## config.mk

```make
export PLATFORM = sky130hd
export DESIGN_NAME = multi_saturate_and_scale
export DESIGN_NICKNAME = d
export VERILOG_FILES = /design/src/rtl/multi_saturate_and_scale.sv
export SDC_FILE = /design/constraint.sdc
export NUM_CORES = 1
export LEC_CHECK = 0
export CAP_MARGIN = 20
export CORE_AREA = 10 10 209 211
export CTS_CLUSTER_SIZE = 20
export DETAILED_ROUTE_END_ITERATION = 16
export DIE_AREA = 0 0 219 221
export PLACE_DENSITY = 0.74
export RECOVER_POWER = 25
export SLEW_MARGIN = 25
export SYNTH_ARGS = -nofsm -noshare
export SYNTH_HDL_FRONTEND = slang
export SYNTH_SLANG_ARGS = --single-unit
```

## constraint.sdc

```tcl
create_clock -name clk_i -period 12 [get_ports clk_i]
set_clock_uncertainty 0.05 [all_clocks]
set_input_delay 1.2 -clock clk_i [delete_from_list [all_inputs] [get_ports clk_i]]
set_output_delay 1.2 -clock clk_i [all_outputs]
set_load 0.02 [all_outputs]
```

## src/rtl/multi_saturate_and_scale.sv

```systemverilog
// Multi-lane saturate-and-scale: wide signed samples -> offset-binary symmetric codes
// with convergent rounding, plus windowed GT/LT counts and |x| sum for the AGC loop.
module multi_saturate_and_scale #(
  parameter int NSAMP     = 8,
  parameter int IN_WIDTH  = 48,
  parameter int LSB       = 4,
  parameter int OUT_BITS  = 5,
  parameter int CNT_WIDTH = 24,
  parameter int WIN_WIDTH = 16
) (
  input  logic                      clk_i,
  input  logic                      rst_ni,
  input  logic [NSAMP*IN_WIDTH-1:0] in_i,
  input  logic                      enable_i,
  input  logic                      clear_i,
  input  logic [WIN_WIDTH-1:0]      window_len_i,
  output logic [NSAMP*OUT_BITS-1:0] out_o,
  output logic [NSAMP*(OUT_BITS-1)-1:0] abs_o,
  output logic [NSAMP-1:0]          gt_o,
  output logic [NSAMP-1:0]          lt_o,
  output logic [CNT_WIDTH-1:0]      gt_count_o,
  output logic [CNT_WIDTH-1:0]      lt_count_o,
  output logic [CNT_WIDTH-1:0]      abs_sum_o,
  output logic                      ovf_o,
  output logic                      done_o
);

  localparam int CW     = OUT_BITS - 1;
  localparam int TOP_LO = LSB + OUT_BITS - 1;
  localparam int UW     = IN_WIDTH - TOP_LO;
  localparam int PW     = $clog2(NSAMP + 1);
  localparam int SW     = CW + $clog2(NSAMP);

  logic [NSAMP*OUT_BITS-1:0] out_c;
  logic [NSAMP*CW-1:0]       abs_c;
  logic [NSAMP-1:0]          gt_c;
  logic [NSAMP-1:0]          lt_c;

  // Per-lane conversion. Out-of-range samples clamp to the extreme code of their sign.
  for (genvar k = 0; k < NSAMP; k++) begin : g_lane
    logic [IN_WIDTH-1:0] smp;
    logic                s;
    logic [OUT_BITS-1:0] base;
    logic [UW-1:0]       upper;
    logic                inb;
    logic [CW-1:0]       code;
    logic                unused_low;

    assign smp        = in_i[k*IN_WIDTH +: IN_WIDTH];
    assign unused_low = ^smp;
    assign s          = smp[IN_WIDTH-1];
    assign base       = smp[LSB +: OUT_BITS];
    assign upper      = smp[IN_WIDTH-1:TOP_LO];
    assign inb        = (&upper) | ~(|upper);
    assign code       = inb ? {base[CW-1:1], base[0] | smp[LSB-1]} : {CW{~s}};

    assign out_c[k*OUT_BITS +: OUT_BITS] = {~s, code};
    assign abs_c[k*CW +: CW]             = s ? ~code : code;
    assign gt_c[k] = inb ? (~s & base[CW-1]) : ~s;
    assign lt_c[k] = inb ? (s & ~base[CW-1]) : s;
  end

  // enable_i qualifies the samples of the same clock for statistics only; it travels
  // alongside the data through two pipeline registers and clear_i squashes it in flight.
  logic en_d1, en_d2;

  always_ff @(posedge clk_i or negedge rst_ni) begin
    if (!rst_ni) begin
      out_o <= '0;
      abs_o <= '0;
      gt_o  <= '0;
      lt_o  <= '0;
      en_d1 <= 1'b0;
    end else begin
      out_o <= out_c;
      abs_o <= abs_c;
      gt_o  <= gt_c;
      lt_o  <= lt_c;
      en_d1 <= enable_i & ~clear_i;
    end
  end

  logic [PW-1:0] gt_pop, lt_pop, gt_s2, lt_s2;
  logic [SW-1:0] abs_tot, abs_s2;

  always_comb begin
    gt_pop  = '0;
    lt_pop  = '0;
    abs_tot = '0;
    for (int k = 0; k < NSAMP; k++) begin
      gt_pop  = gt_pop + PW'(gt_o[k]);
      lt_pop  = lt_pop + PW'(lt_o[k]);
      abs_tot = abs_tot + SW'(abs_o[k*CW +: CW]);
    end
  end

  always_ff @(posedge clk_i or negedge rst_ni) begin
    if (!rst_ni) begin
      gt_s2  <= '0;
      lt_s2  <= '0;
      abs_s2 <= '0;
      en_d2  <= 1'b0;
    end else begin
      gt_s2  <= gt_pop;
      lt_s2  <= lt_pop;
      abs_s2 <= abs_tot;
      en_d2  <= en_d1 & ~clear_i;
    end
  end

  function automatic logic [CNT_WIDTH:0] sat_add(input logic [CNT_WIDTH-1:0] a,
                                                 input logic [CNT_WIDTH-1:0] b);
    logic [CNT_WIDTH:0] t;
    t = {1'b0, a} + {1'b0, b};
    if (t[CNT_WIDTH]) t = {1'b1, {CNT_WIDTH{1'b1}}};
    return t;
  endfunction

  logic [CNT_WIDTH-1:0] gt_acc, lt_acc, abs_acc;
  logic [CNT_WIDTH-1:0] gt_nxt, lt_nxt, abs_nxt;
  logic                 gt_ovf, lt_ovf, abs_ovf, ovf_q, ovf_nxt;
  logic [WIN_WIDTH-1:0] wcnt, len_q, len_eff;
  logic                 last;

  assign {gt_ovf, gt_nxt}   = sat_add(gt_acc, CNT_WIDTH'(gt_s2));
  assign {lt_ovf, lt_nxt}   = sat_add(lt_acc, CNT_WIDTH'(lt_s2));
  assign {abs_ovf, abs_nxt} = sat_add(abs_acc, CNT_WIDTH'(abs_s2));
  assign ovf_nxt = ovf_q | gt_ovf | lt_ovf | abs_ovf;

  // The window length is sampled only on the first qualified clock of a window.
  always_comb begin
    len_eff = len_q;
    if (wcnt == '0) len_eff = (window_len_i == '0) ? WIN_WIDTH'(1) : window_len_i;
  end
  assign last = (wcnt == len_eff - WIN_WIDTH'(1));

  always_ff @(posedge clk_i or negedge rst_ni) begin
    if (!rst_ni) begin
      gt_acc     <= '0;
      lt_acc     <= '0;
      abs_acc    <= '0;
      ovf_q      <= 1'b0;
      wcnt       <= '0;
      len_q      <= '0;
      gt_count_o <= '0;
      lt_count_o <= '0;
      abs_sum_o  <= '0;
      ovf_o      <= 1'b0;
      done_o     <= 1'b0;
    end else begin
      done_o <= 1'b0;
      if (clear_i) begin
        gt_acc  <= '0;
        lt_acc  <= '0;
        abs_acc <= '0;
        ovf_q   <= 1'b0;
        wcnt    <= '0;
      end else if (en_d2) begin
        if (wcnt == '0) len_q <= len_eff;
        if (last) begin
          gt_count_o <= gt_nxt;
          lt_count_o <= lt_nxt;
          abs_sum_o  <= abs_nxt;
          ovf_o      <= ovf_nxt;
          done_o     <= 1'b1;
          gt_acc     <= '0;
          lt_acc     <= '0;
          abs_acc    <= '0;
          ovf_q      <= 1'b0;
          wcnt       <= '0;
        end else begin
          gt_acc  <= gt_nxt;
          lt_acc  <= lt_nxt;
          abs_acc <= abs_nxt;
          ovf_q   <= ovf_nxt;
          wcnt    <= wcnt + WIN_WIDTH'(1);
        end
      end
    end
  end

endmodule

```

==> results of run 1 <==
## final timing paths
check                      slack (ns)             end      startpoint
setup / recovery                 5.05       abs_o[29]          rst_ni
min in group asynchronous        3.05       len_q[13]          rst_ni
setup reg to reg                 5.43  gt_count_o[21]         wcnt[0]
hold / removal                   0.43  gt_count_o[22]  gt_count_o[22]
hold reg to reg                  0.43  gt_count_o[22]  gt_count_o[22]
max in group clk_i               5.43  gt_count_o[21]         wcnt[0]
## placed cells by master (no fill, tap or decap), types with 64 or more instances in the layout
| cell | instances |
|---|---|
| sky130_fd_sc_hd__nor2_1 | 97 |
| sky130_fd_sc_hd__clkdlybuf4s50_1 | 531 |
| sky130_fd_sc_hd__nand2_1 | 158 |
| sky130_fd_sc_hd__a21oi_1 | 72 |
| sky130_fd_sc_hd__nand4_1 | 111 |
| sky130_fd_sc_hd__inv_1 | 110 |
| sky130_fd_sc_hd__nor4_1 | 103 |
| sky130_fd_sc_hd__o21ai_0 | 78 |
| sky130_fd_sc_hd__dfrtp_1 | 284 |
| sky130_fd_sc_hd__xnor2_1 | 64 |
## per-stage QoR
| stage | hold WS [ns] | total power (uW) |
|---|---|---|
| 6_report | 0.4286 | 2427 |
| 5_1_grt | 0.4529 | 2529 |
| 4_1_cts | 0.4337 | 2454 |
| 3_5_place_dp | 0.4206 | 1437 |
| 3_3_place_gp | 0.4008 | 1427 |
| 2_1_floorplan | 0.3885 | 1193 |
## sequential cells by signal, summed over array words and instances (netlist names)
signal,count
abs_acc,24
abs_o,32
abs_s2,7
abs_sum_o,24
done_o,1
en_d1,1
en_d2,1
gt_acc,24
gt_count_o,24
gt_o,8
gt_s2,4
len_q,16
lt_acc,24
lt_count_o,24
lt_o,8
lt_s2,4
out_o,40
ovf_o,1
ovf_q,1
wcnt,16
## layout make-up
| type | instances | area (um2) | share of cell area |
|---|---|---|---|
| repair buffers | 553 | 5508 | 0.2365 |
| inverters | 110 | 412.9 | 0.01773 |
| flip-flops and latches | 284 | 7107 | 0.3052 |
| clock buffers | 44 | 894.6 | 0.03842 |
| diodes | 1 | 2.502 | 0.0001075 |
| well taps | 525 | 656.9 | 0.02821 |
| multi-input cells | 1245 | 8521 | 0.3659 |
| clock inverters | 13 | 185.2 | 0.007952 |
## cells by family after synthesis
| family | after synthesis | share of synthesized area |
|---|---|---|
| and+or+nand+nor | 694 | 0.2262 |
| DFF | 284 | 0.4347 |
| buffers and inverters | 181 | 0.04608 |
| muxes | 79 | 0.05381 |
| adders and majority gates | 65 | 0.06537 |
| AOI/OAI and AO/OA | 312 | 0.1229 |
| xor gates and xnor gates | 95 | 0.05090 |
## routing by layer
metal | global-route usage | wire (um) | up-vias
met4 | 0.05010 | 1347 | 2
met2 | 0.4642 | 33590 | 471
met3 | 0.05334 | 3922 | 67
li1 | - | - | 7227
met1 | 0.2921 | 24290 | 7459
met5 | 0 | 20 | -
## power by group through the flow
stage / combinational, uW / clock (uW) / sequential (uW)
floorplan: 150 / 0 / 1040
detailed placement: 397 / 0 / 1040
finish: 396 / 1010 / 1020
CTS: 400 / 1030 / 1020
global placement: 388 / 0 / 1040
global route: 434 / 1070 / 1030
==> summary by stage, run 1 <==
Routing
For this run, design rule violations remaining after detail routing come to 0. The DRC marker count from the first detailed-route iteration is slightly above 1000. The wire length per cell after detailed routing is 22.76 um. Before antenna repair, the detailed router went through 7 iterations. Using the TritonRoute via totals, the vias-per-cell ratio works out to 5.487. After detailed routing, the total wire length is 63160 um. For this block, the via count after detailed routing is between 15000 and 20000.

The number of nets with antenna violations after routing is 0.

Logic synthesis
The synthesized design spends more area on one cell type than any other, namely sky130_fd_sc_hd__dfrtp_1. For this run, the register share of the synthesized area comes to 0.4347. The commonest cells after synthesis are 284 x sky130_fd_sc_hd__dfrtp_1, 158 x sky130_fd_sc_hd__nand2_1, 111 x sky130_fd_sc_hd__nand4_1, 110 x sky130_fd_sc_hd__inv_1, 103 x sky130_fd_sc_hd__nor4_1. The synthesized flop and latch total is 284. The cell count after synthesis came out at 1710. The most frequent cell after synthesis is sky130_fd_sc_hd__dfrtp_1. The total standard cell area after synthesis is about 0.016 mm2. Yosys attributes the largest share of cell area to sky130_fd_sc_hd__dfrtp_1 43%, sky130_fd_sc_hd__nand4_1 4.2%, sky130_fd_sc_hd__fa_1 4.2%. The fraction of registers with async set or reset after synthesis is 1.000. The number of synthesized flops with an enable pin is 0. The top-area cell type share of the netlist area is 0.4347. Among all flip-flop cells after synthesis, the most frequent one is sky130_fd_sc_hd__dfrtp_1. Yosys mapped the design onto 69 distinct sky130hd cell types. The net count after synthesis is 2179.

The Yosys step of the flow raised 0 warnings. After synthesis, the mean cell area works out to about 9.6 um2.

Layout
The area added between synthesis and finish is 42.46%. The fill cell instance count of the final layout is around 3500. In the final layout, the share of cells above drive strength 1 is 0.06847. The core utilization of the finished layout is 0.5902.

The final layout contains about 2700 nets. The final non-filler cell total is 2775. The post-route cell area is 0.02329 mm2.

Place
The post-DP HPWL is 51380 um. The final weighted congestion of routability-driven global placement is 0.8957. The placed instance count is ~2700. Before CTS, the worst setup slack after placement is 4.993 ns. The post-place instance area is between 0.02 and 0.025 mm2.

The count of input and output buffers is 541.

Timing
Counting I/O delays and the setup requirement, the final critical path takes just under 7 ns. The maximum achievable frequency is 143.9 MHz. The hold violation count in the final report came to 0. Dividing the final minimum period by the clock period gives 0.5791. The final count of pins violating max slew is 122. The headroom to the max-slew limit is -3.475. In the final timing run, aggregate negative setup slack is 0 ns. For the pin with the worst max-slew slack, the measured transition is 6.713 ns. Setup repair after global routing left no endpoint under its margin. The final-report setup violation count is 0. The setup slack of the critical path after layout is 5.050 ns.

Clock tree
In this run the clock root is driven by a sky130_fd_sc_hd__clkbuf_16. The later-pin clock latency in the skew report is just under 0.6 ns. CTS built an H-tree with a depth of 1. The number of cells upsized or downsized after cts is 0. In this run the deepest clock path goes through 3 buffers. After clock tree synthesis, the setup repair step added 0 buffers. TritonCTS built the clock tree. The number of clock sinks is 284.

Buffers inserted to repair hold after CTS numbered 0. The number of buffers inserted during clock tree synthesis is 31. After clock tree synthesis, the clock-pin slew on the worst setup and hold paths is approximately 0.060 ns.

Global route
The total overflow left after global routing is 0. The global-route wire length before repair is 94260 um. The largest net degree at the start of global routing is 165. The number of antenna violations at the first check in global routing is 3. For this run, the total global-route usage over all layers was measured as 0.2519. The number of global-route vias before repair came to 15392.

Floorplanning
The chip height is 221 um. The floorplan step defined a die boundary enclosing a little under 0.05 mm2. The boundary pin count is 566. The floorplan core area is 0.03946 mm2. The floorplan die width is ~220 um. The number of placement rows is 73. The effective utilization at floorplan is 0.4143.

Hold path
The cell depth of the worst min-delay path is 2. The type of the most critical hold path is reg -> reg.

Setup path
The endpoint arrival time on the critical path is 5.92 ns. The number of gates on the worst path with buffers counted is 1. The buffers plus inverters on the worst setup path is 1. The worst setup path is launched from a primary input. Measured in cells, the most critical reg-to-reg path has a length of 15.

The capturing element type of the critical path is an async pin. The highest net fanout along the worst path is between 100 and 150. The classification of the worst setup path is in -> async. Grouping stages by cell kind, the critical path spends the most delay in buffers and inverters. Traced cell by cell, the critical path runs through clkbuf_1.

At the worst endpoint, the required time is approximately 11 ns. The largest individual stage delay along the critical path comes from the cell sky130_fd_sc_hd__clkbuf_1. The largest incremental delay on the critical path is approximately 4.6 ns.

Power
Summed over all cells, the static leakage comes to 0.009923 uW. Of the total power, combinational logic draws 0.163. The share of total power dissipated in the clock network is 0.415.

The largest voltage drop on the vdd net is 0.1009 mV. Of the total power, registers draw 0.422. In this run the power density over the cells is between 100 and 150 mW/mm2. The switching power summed over all nets is 622.7 uW. The switching portion of total power is 0.2565. The cell-internal power is 1805 uW.

Flow run
The max-capacitance violation count is 1.

Outcome
The run finished, with violations left. The checks that failed: max-capacitance violations, max-slew violations.
No activity file was read; power rests on OpenSTA's default activity.
==> inputs of run 2 (changes only) <==
CORE_AREA = 10 10 211 213   (was 10 10 209 211)
DIE_AREA = 0 0 221 223   (was 0 0 219 221)
PLACE_DENSITY = 0.73   (was 0.74)
clock period = 6.8 ns   (was 12 ns; I/O delays follow)
==> run 2 against run 1 <==
The flow still finishes with violations (max-capacitance violations, max-slew violations). First-iteration DRC count fell by 2.6%. Cell count rose by 0.47%. Wire length fell by 1.2%. Setup slack got worse by 3.6 ns. Global-route usage fell by 0.85 points. Register-to-register slack got worse by 3.9 ns. Flip-flop and latch count did not move. Sequential power rose by 77%. Non-clock buffer count rose by 5. Core utilization fell by 1.1 points. Die area rose by 1.8%. Critical path depth rose by 15. Largest cell class unchanged. Largest power group is now the clock network. Highest routed layer unchanged.
==> summary by stage, run 2 (same netlist as run 1, synthesis figures left out) <==
Outcome
The run finished, with violations left. The final reports fail on max-capacitance violations, max-slew violations.

Routing
The number of nets with antenna violations after routing was 0 (unchanged). The wire length per cell after detailed routing is 22.38 um (-1.7%). The via count of the routed design is 15295 (+0.45%). The vias per cell is 5.486 (about the same). The detailed-routing iteration count for the pre-antenna-repair pass is 5 (-2). The DRC marker count from the first detailed-route iteration came to 996 (-2.6%). The number of remaining DRC errors came to 0 (unchanged). The aggregate routed wire length is 62380 um (-1.2%).

Timing
The setup slack of the critical path after layout was 1.497 ns (-3.553 ns). The final-report setup violation count is 0 (unchanged). The final sum of negative setup slack was 0 ns (unchanged). The headroom to the max-slew limit is -1.088 (+2.388). The worst slack on hold paths was 0.1001 ns (-0.3285 ns).

The final count of pins violating max slew is 58 (-52%). Setup repair after global routing left no endpoint under its margin. The hold violation count in the final report is 0 (unchanged). The actual transition at the worst max-transition pin came to 3.132 ns (-3.581 ns). The smallest clock period supported by the final layout is computed as 5.303 ns.

The period utilization is 0.7799. The maximum achievable frequency is around 190 MHz.

Clock tree
The later-pin clock latency in the skew report came to 0.53 ns (-0.06 ns). The deepest level of the CTS H-tree is 2 (+1). The post-CTS clock slew at the launch and capture registers of the worst setup and hold paths is 0.06 ns (about the same). The number of buffers inserted during clock tree synthesis is 34 (+9.7%). CTS placed an instance of sky130_fd_sc_hd__clkbuf_16 at the clock tree root. The number of cells upsized or downsized after cts is 0 (unchanged). TritonCTS built the clock tree. The post-CTS setup buffer count is 0 (unchanged). The maximum number of buffers from clock root to sink is 3 (unchanged). The number of clock sinks is 284 (unchanged). The total of hold buffers inserted after clock tree synthesis is 0 (unchanged).

Power
The largest voltage drop on the vdd net was 0.1370 mV (+36%). The total power per unit cell area was 185.2 mW/mm2 (+78%). The leakage power total was 0.009979 uW (+0.57%).

Layout
Compared with the post-synthesis result, the final layout area differs by 43.07%. The post-route cell area is 0.02339 mm2 (+0.43%). The number of inserted diodes is 0 (-1). The share of post-route cells with drive strength above 1 is 0.07092 (+0.002447). Leaving out fill and tap cells, the most frequent cell in the layout is sky130_fd_sc_hd__clkdlybuf4s50_1. The number of nets in the layout is 2702 (+0.30%).

The register name with the most flops is out_o. The top cell types in the final layout, fill and taps aside, are 531 x sky130_fd_sc_hd__clkdlybuf4s50_1, 284 x sky130_fd_sc_hd__dfrtp_1, 158 x sky130_fd_sc_hd__nand2_1, 111 x sky130_fd_sc_hd__nand4_1, 110 x sky130_fd_sc_hd__inv_1. The flip-flop count of the largest register after layout is 40 (unchanged).

The final non-filler cell total is 2788 (+0.47%). The largest registers in the layout are out_o: 40 flops, abs_o: 32 flops.

Setup path
The highest net fanout along the worst path is 57 (-53%). In this run the critical register-to-register path is launched from wcnt[0]. The worst reg2reg path depth is 16 (+1). The worst-case register-to-register setup slack is 1.50 ns (-3.93 ns). The required time at the worst-slack endpoint came to 7.17 ns (-3.80 ns). STA classifies the critical path endpoint as a flop. The classification of the worst setup path is reg -> reg. The worst setup path is launched from a flop. The endpoint arrival time on the critical path came to 5.67 ns (-0.25 ns). The end of the worst register-to-register path is gt_acc[8].

Place
The final weighted congestion of routability-driven global placement is 0.9549 (+6.6%). The post-place instance area came to 0.02226 mm2 (+0.23%). The post-DP HPWL was 49890 um (-2.9%). The placed instance count was 2728 (+0.40%). The minimum setup slack after placement was 1.093 ns (-3.900 ns).

The count of input and output buffers is 541 (unchanged).

Flow run
The max-capacitance violation count came to 1 (unchanged).

Global route
The largest net degree at the start of global routing was 177 (+7.3%). The number of antenna violations at the first check in global routing is 4 (+1). The remaining global-route overflow is 0 (unchanged).

The total routing usage reported by global routing is 0.2434 (-0.008511). The global-route wire length before repair came to 94470 um (+0.23%). The number of global-route vias before repair is 15780 (+2.5%).

Hold path
In this run the worst hold path is classified as in -> async.

Floorplanning
The floorplan core area is 0.04037 mm2 (+2.3%). The area enclosed by the die boundary is 0.04928 mm2 (+1.8%). The chip height is 223 um (+0.90%). The floorplan die width is 221 um (+0.91%).

The effective utilization at floorplan is 0.4049 (-0.009348). The boundary pin count was 566 (unchanged). The number of placement rows is 74 (+1.4%).
-- run 2: cell count changes in the layout (fill, tap and decap cells not counted), sizes merged --
cell	change
buf	+5
bufinv	-2
clkbuf	+2
clkinv	+2
diode	-1
-- run 2: per-layer routing --
metal	vias up	global-route usage	wire, um
li1	7234	-	-
met1	7517	0.2880	25280
met2	468	0.4342	32120
met3	72	0.06015	3680
met4	4	0.05656	1267
met5	-	0	31
-- run 2: area by class of cell --
class	instances	area [um2]
well taps	532	665.6
repair buffers	558	5573
inverters	110	412.9
clock inverters	13	127.6
multi-input cells	1245	8514
flip-flops and latches	284	7107
fillers	3554	16980
clock buffers	46	987.2
-- run 2: worst max path at each step --
| stage | slack (ns) | start | to | cells past startpoint |
|---|---|---|---|---|
| after floorplan | 1.97 | wcnt[0] | abs_acc[20] | 18 |
| after global placement | 0.90 | window_len_i[11] | lt_acc[22] | 14 |
| after detailed placement | 1.09 | window_len_i[3] | abs_acc[15] | 15 |
| after CTS | 1.53 | wcnt[0] | abs_acc[15] | 17 |
| after global routing | 1.27 | wcnt[0] | abs_acc[15] | 17 |
| final | 1.50 | wcnt[0] | gt_acc[8] | 16 |
-- run 2: worst max-delay path: stages, from the launching register on --
cell,delay [ns]
sky130_fd_sc_hd__dfrtp_1,0.46
sky130_fd_sc_hd__inv_1,0.09
sky130_fd_sc_hd__ha_1,0.20
sky130_fd_sc_hd__nor4b_4,0.13
sky130_fd_sc_hd__nand4_2,0.10
sky130_fd_sc_hd__buf_4,0.35
sky130_fd_sc_hd__mux2i_1,0.32
sky130_fd_sc_hd__ha_1,0.28
sky130_fd_sc_hd__or4b_1,0.47
sky130_fd_sc_hd__or3_1,0.38
sky130_fd_sc_hd__mux2i_4,0.22
sky130_fd_sc_hd__a22o_1,0.20
sky130_fd_sc_hd__o211ai_1,0.09
sky130_fd_sc_hd__or4_4,0.59
sky130_fd_sc_hd__o41a_4,0.76
sky130_fd_sc_hd__a21o_1,0.28
sky130_fd_sc_hd__a22o_1,0.17
-- run 2: power breakdown --
part | internal [uW] | total, uW | leakage, uW | switching (uW)
registers | 1750 | 1810 | 0.00353 | 57.0
logic | 368 | 698 | 0.00589 | 330
clock network | 1090 | 1820 | 0.000551 | 729
total | 3210 | 4330 | 0.00998 | 1120
-- run 2: metrics by stage --
step,util,power [uW]
2_1_floorplan,-,2105
3_3_place_gp,0.5511,2515
3_5_place_dp,0.5513,2536
4_1_cts,0.5789,4384
5_1_grt,0.5793,4520
6_report,0.5793,4331
==> inputs of run 3 (changes only) <==
clock period = 5 ns   (was 6.8 ns; I/O delays follow)
==> run 3 against run 2 <==
The flow still finishes with violations (max-capacitance violations, max-slew violations). Clock-buffer cell count is 6 lower. Combinational power increased by 39%. Maximum frequency rose by 11%. First-iteration DRC count down 4.9%. Global-route usage about the same. Clock power rose by 46%. Core utilization increased by 1.3 points. Wire length is essentially flat. Critical path type unchanged. Largest cell class unchanged. Largest power group unchanged. Highest routed layer is now met4.
==> summary by stage, run 3 (same netlist as run 1, synthesis figures left out) <==
Timing
The final critical-path required period was 4.794 ns (-0.5089 ns). The final sum of negative setup slack was 0 ns (unchanged). The period utilization was 0.9588 (+0.1790). The hold violation count in the final report is 0 (unchanged). The setup slack of the critical path after layout is 0.2059 ns (-1.291 ns). The maximum achievable frequency is 208.6 MHz (+11%).

The final-report setup violation count is 0 (unchanged). The final count of pins violating max slew was 44 (-24%). Setup repair after global routing left no endpoint under its margin. The headroom to the max-slew limit is -0.7134 (+0.3743).

The actual transition at the worst max-transition pin is 2.570 ns (-0.5615 ns).

Global route
The number of antenna violations at the first check in global routing is 3 (-1). The global-route wire length before repair is 95330 um (+0.91%). The largest net degree at the start of global routing is 124 (-30%). The remaining global-route overflow was 0 (unchanged). The number of global-route vias before repair was 16087 (+1.9%). The total routing usage reported by global routing is 0.2437 (+0.0003731).

Setup path
The worst-case register-to-register setup slack is 0.21 ns (-1.29 ns). The cell with the largest stage delay on the worst path is sky130_fd_sc_hd__or4_4. The startpoint of the most critical register-to-register path is wcnt[0]. The capturing element type of the critical path is a flop.

The worst reg2reg path depth was 16 (unchanged). The largest incremental delay on the critical path was 0.60 ns (-0.16 ns). The endpoint arrival time on the critical path came to 5.16 ns (-0.51 ns). Traced cell by cell, the critical path runs through inv_1, ha_1, nor4b_4, nand4_2, mux2i_2, ha_2, or4b_1, or3_4, mux2i_4, a22o_1, o211ai_1, or4_4, o41a_2, buf_12, a21o_1, a22o_1. The worst setup path is launched from a flop. The end of the worst register-to-register path is lt_acc[22]. The classification of the worst setup path is reg -> reg.

The required time at the worst-slack endpoint is 5.36 ns (-1.81 ns). The highest net fanout along the worst path is 47 (-18%). The most repeated library cell on the critical path is sky130_fd_sc_hd__a22o_1.

Clock tree
The number of clock sinks was 284 (unchanged). The maximum number of buffers from clock root to sink is 3 (unchanged). The post-CTS clock slew at the launch and capture registers of the worst setup and hold paths is 0.06 ns (about the same). The deepest level of the CTS H-tree is 2 (unchanged). TritonCTS built the clock tree. The number of buffers inserted during clock tree synthesis was 34 (unchanged). The cell at the root of the clock tree is sky130_fd_sc_hd__clkbuf_16. The later-pin clock latency in the skew report came to 0.53 ns (about the same).

Layout
The commonest non-fill, non-tap cell in the layout is sky130_fd_sc_hd__clkdlybuf4s50_1. The core utilization of the finished layout came to 0.5919 (+0.01252). The register name with the most flops is out_o. The number of nets in the layout is 2741 (+1.4%).

In the layout the commonest cells are 531 x sky130_fd_sc_hd__clkdlybuf4s50_1, 282 x sky130_fd_sc_hd__dfrtp_1, 158 x sky130_fd_sc_hd__nand2_1, 111 x sky130_fd_sc_hd__nand4_1, 110 x sky130_fd_sc_hd__inv_1. In the final layout, the registers with the most flip-flops are out_o: 40 flops, abs_o: 32 flops. The final non-filler cell total is 2829 (+1.5%).

The flip-flop count of the largest register after layout was 40 (unchanged). The area added between synthesis and finish is 46.16%. The share of post-route cells with drive strength above 1 is 0.09233 (+0.02141).

Routing
The number of remaining DRC errors is 0 (unchanged). The DRC marker count from the first detailed-route iteration is 947 (-4.9%). The via count of the routed design came to 15480 (+1.2%).

The wire length per cell after detailed routing is 22.04 um (-1.5%). The number of nets with antenna violations after routing is 0 (unchanged). The vias per cell is 5.472 (-0.26%).

The aggregate routed wire length is 62360 um (about the same). The detailed-routing iteration count for the pre-antenna-repair pass is 5 (unchanged).

Flow run
The max-capacitance violation count came to 1 (unchanged).

Power
The leakage power total was 0.01026 uW (+2.9%). The total power per unit cell area is 254.3 mW/mm2 (+37%). The largest voltage drop on the vdd net is 0.1623 mV (+18%).

Hold path
The worst hold path begins at en_d1. The type of the most critical hold path is reg -> reg. The path with the worst hold slack has its endpoint at en_d2. The cell depth of the worst min-delay path is 1.

Floorplanning
The number of placement rows is 74 (unchanged). The area enclosed by the die boundary is 0.04928 mm2 (unchanged). The chip height was 223 um (unchanged).

The boundary pin count came to 566 (unchanged). The effective utilization at floorplan is 0.4049 (unchanged). The floorplan core area was 0.04037 mm2 (unchanged). The floorplan die width came to 221 um (unchanged).

Place
The placed instance count is 2765 (+1.4%). The post-DP HPWL is 50870 um (+2.0%). The minimum setup slack after placement is -0.07824 ns (-1.171 ns). The count of input and output buffers is 541 (unchanged). The final weighted congestion of routability-driven global placement is 0.9672 (+1.3%).

Outcome
The flow ran to the end, but the final reports show violations. The checks that failed: max-capacitance violations, max-slew violations.
run 3: critical path, delay by kind of cell, from the launching register on:
| kind | cells | cell delay (ns) |
|---|---|---|
| compound gates | 5 | 1.22 |
| fa+ha+maj | 2 | 0.38 |
| buf+inv | 2 | 0.28 |
| flops | 1 | 0.44 |
| mux | 2 | 0.44 |
| simple gates | 5 | 1.83 |
run 3: layout make-up:
type / instances / area (um2)
clock inverter: 20 / 272.8
sequential: 284 / 7109
antenna: 1 / 2.502
clock buffer: 40 / 934.6
timing repair buffer: 597 / 5953
fill: 3472 / 16480
multi-input combinational: 1245 / 8542
tap: 532 / 665.6
inverter: 110 / 412.9
run 3: timing repair:
item,CTS,global route
setup endpoints to repair,0,88
hold buffers,0,1
buffers inserted,0,1
gates resized for setup,0,10
hold endpoints to repair,0,42
run 3: per-layer routing:
layer,wire length [um],vias to the layer above,track usage
met5,0,-,0
met4,1323,0,0.05634
met3,4012,71,0.05583
met2,32170,503,0.4370
met1,24860,7584,0.2894
li1,-,7322,-
run 3: how the worst max path moves through the flow:
stage	slack [ns]	start	cells past startpoint	end
finish	0.21	wcnt[0]	16	lt_acc[22]
global route	0.0003	wcnt[1]	16	abs_acc[5]
CTS	0.12	wcnt[4]	14	abs_acc[5]
detailed placement	-0.08	window_len_i[8]	16	abs_acc[5]
global placement	0.004	window_len_i[11]	15	abs_acc[6]
floorplan	0.17	wcnt[0]	18	gt_acc[2]
run 3: power breakdown:
part | leakage (uW) | switching, uW | internal [uW]
Sequential | 0.00353 | 74.9 | 2380
Combinational | 0.00613 | 452 | 518
Clock | 0.000603 | 995 | 1650
Total | 0.0103 | 1520 | 4550
run 3: per-stage QoR:
stage / instance area (um2) / total power [uW] / hold slack, ns
after floorplan: 16350 / 2863 / 0.1544
after global placement: 22600 / 3437 / 0.4010
after detailed placement: 22600 / 3461 / 0.4135
after CTS: 23810 / 6141 / 0.08070
after global routing: 23890 / 6340 / 0.4586
final: 23890 / 6077 / 0.4247
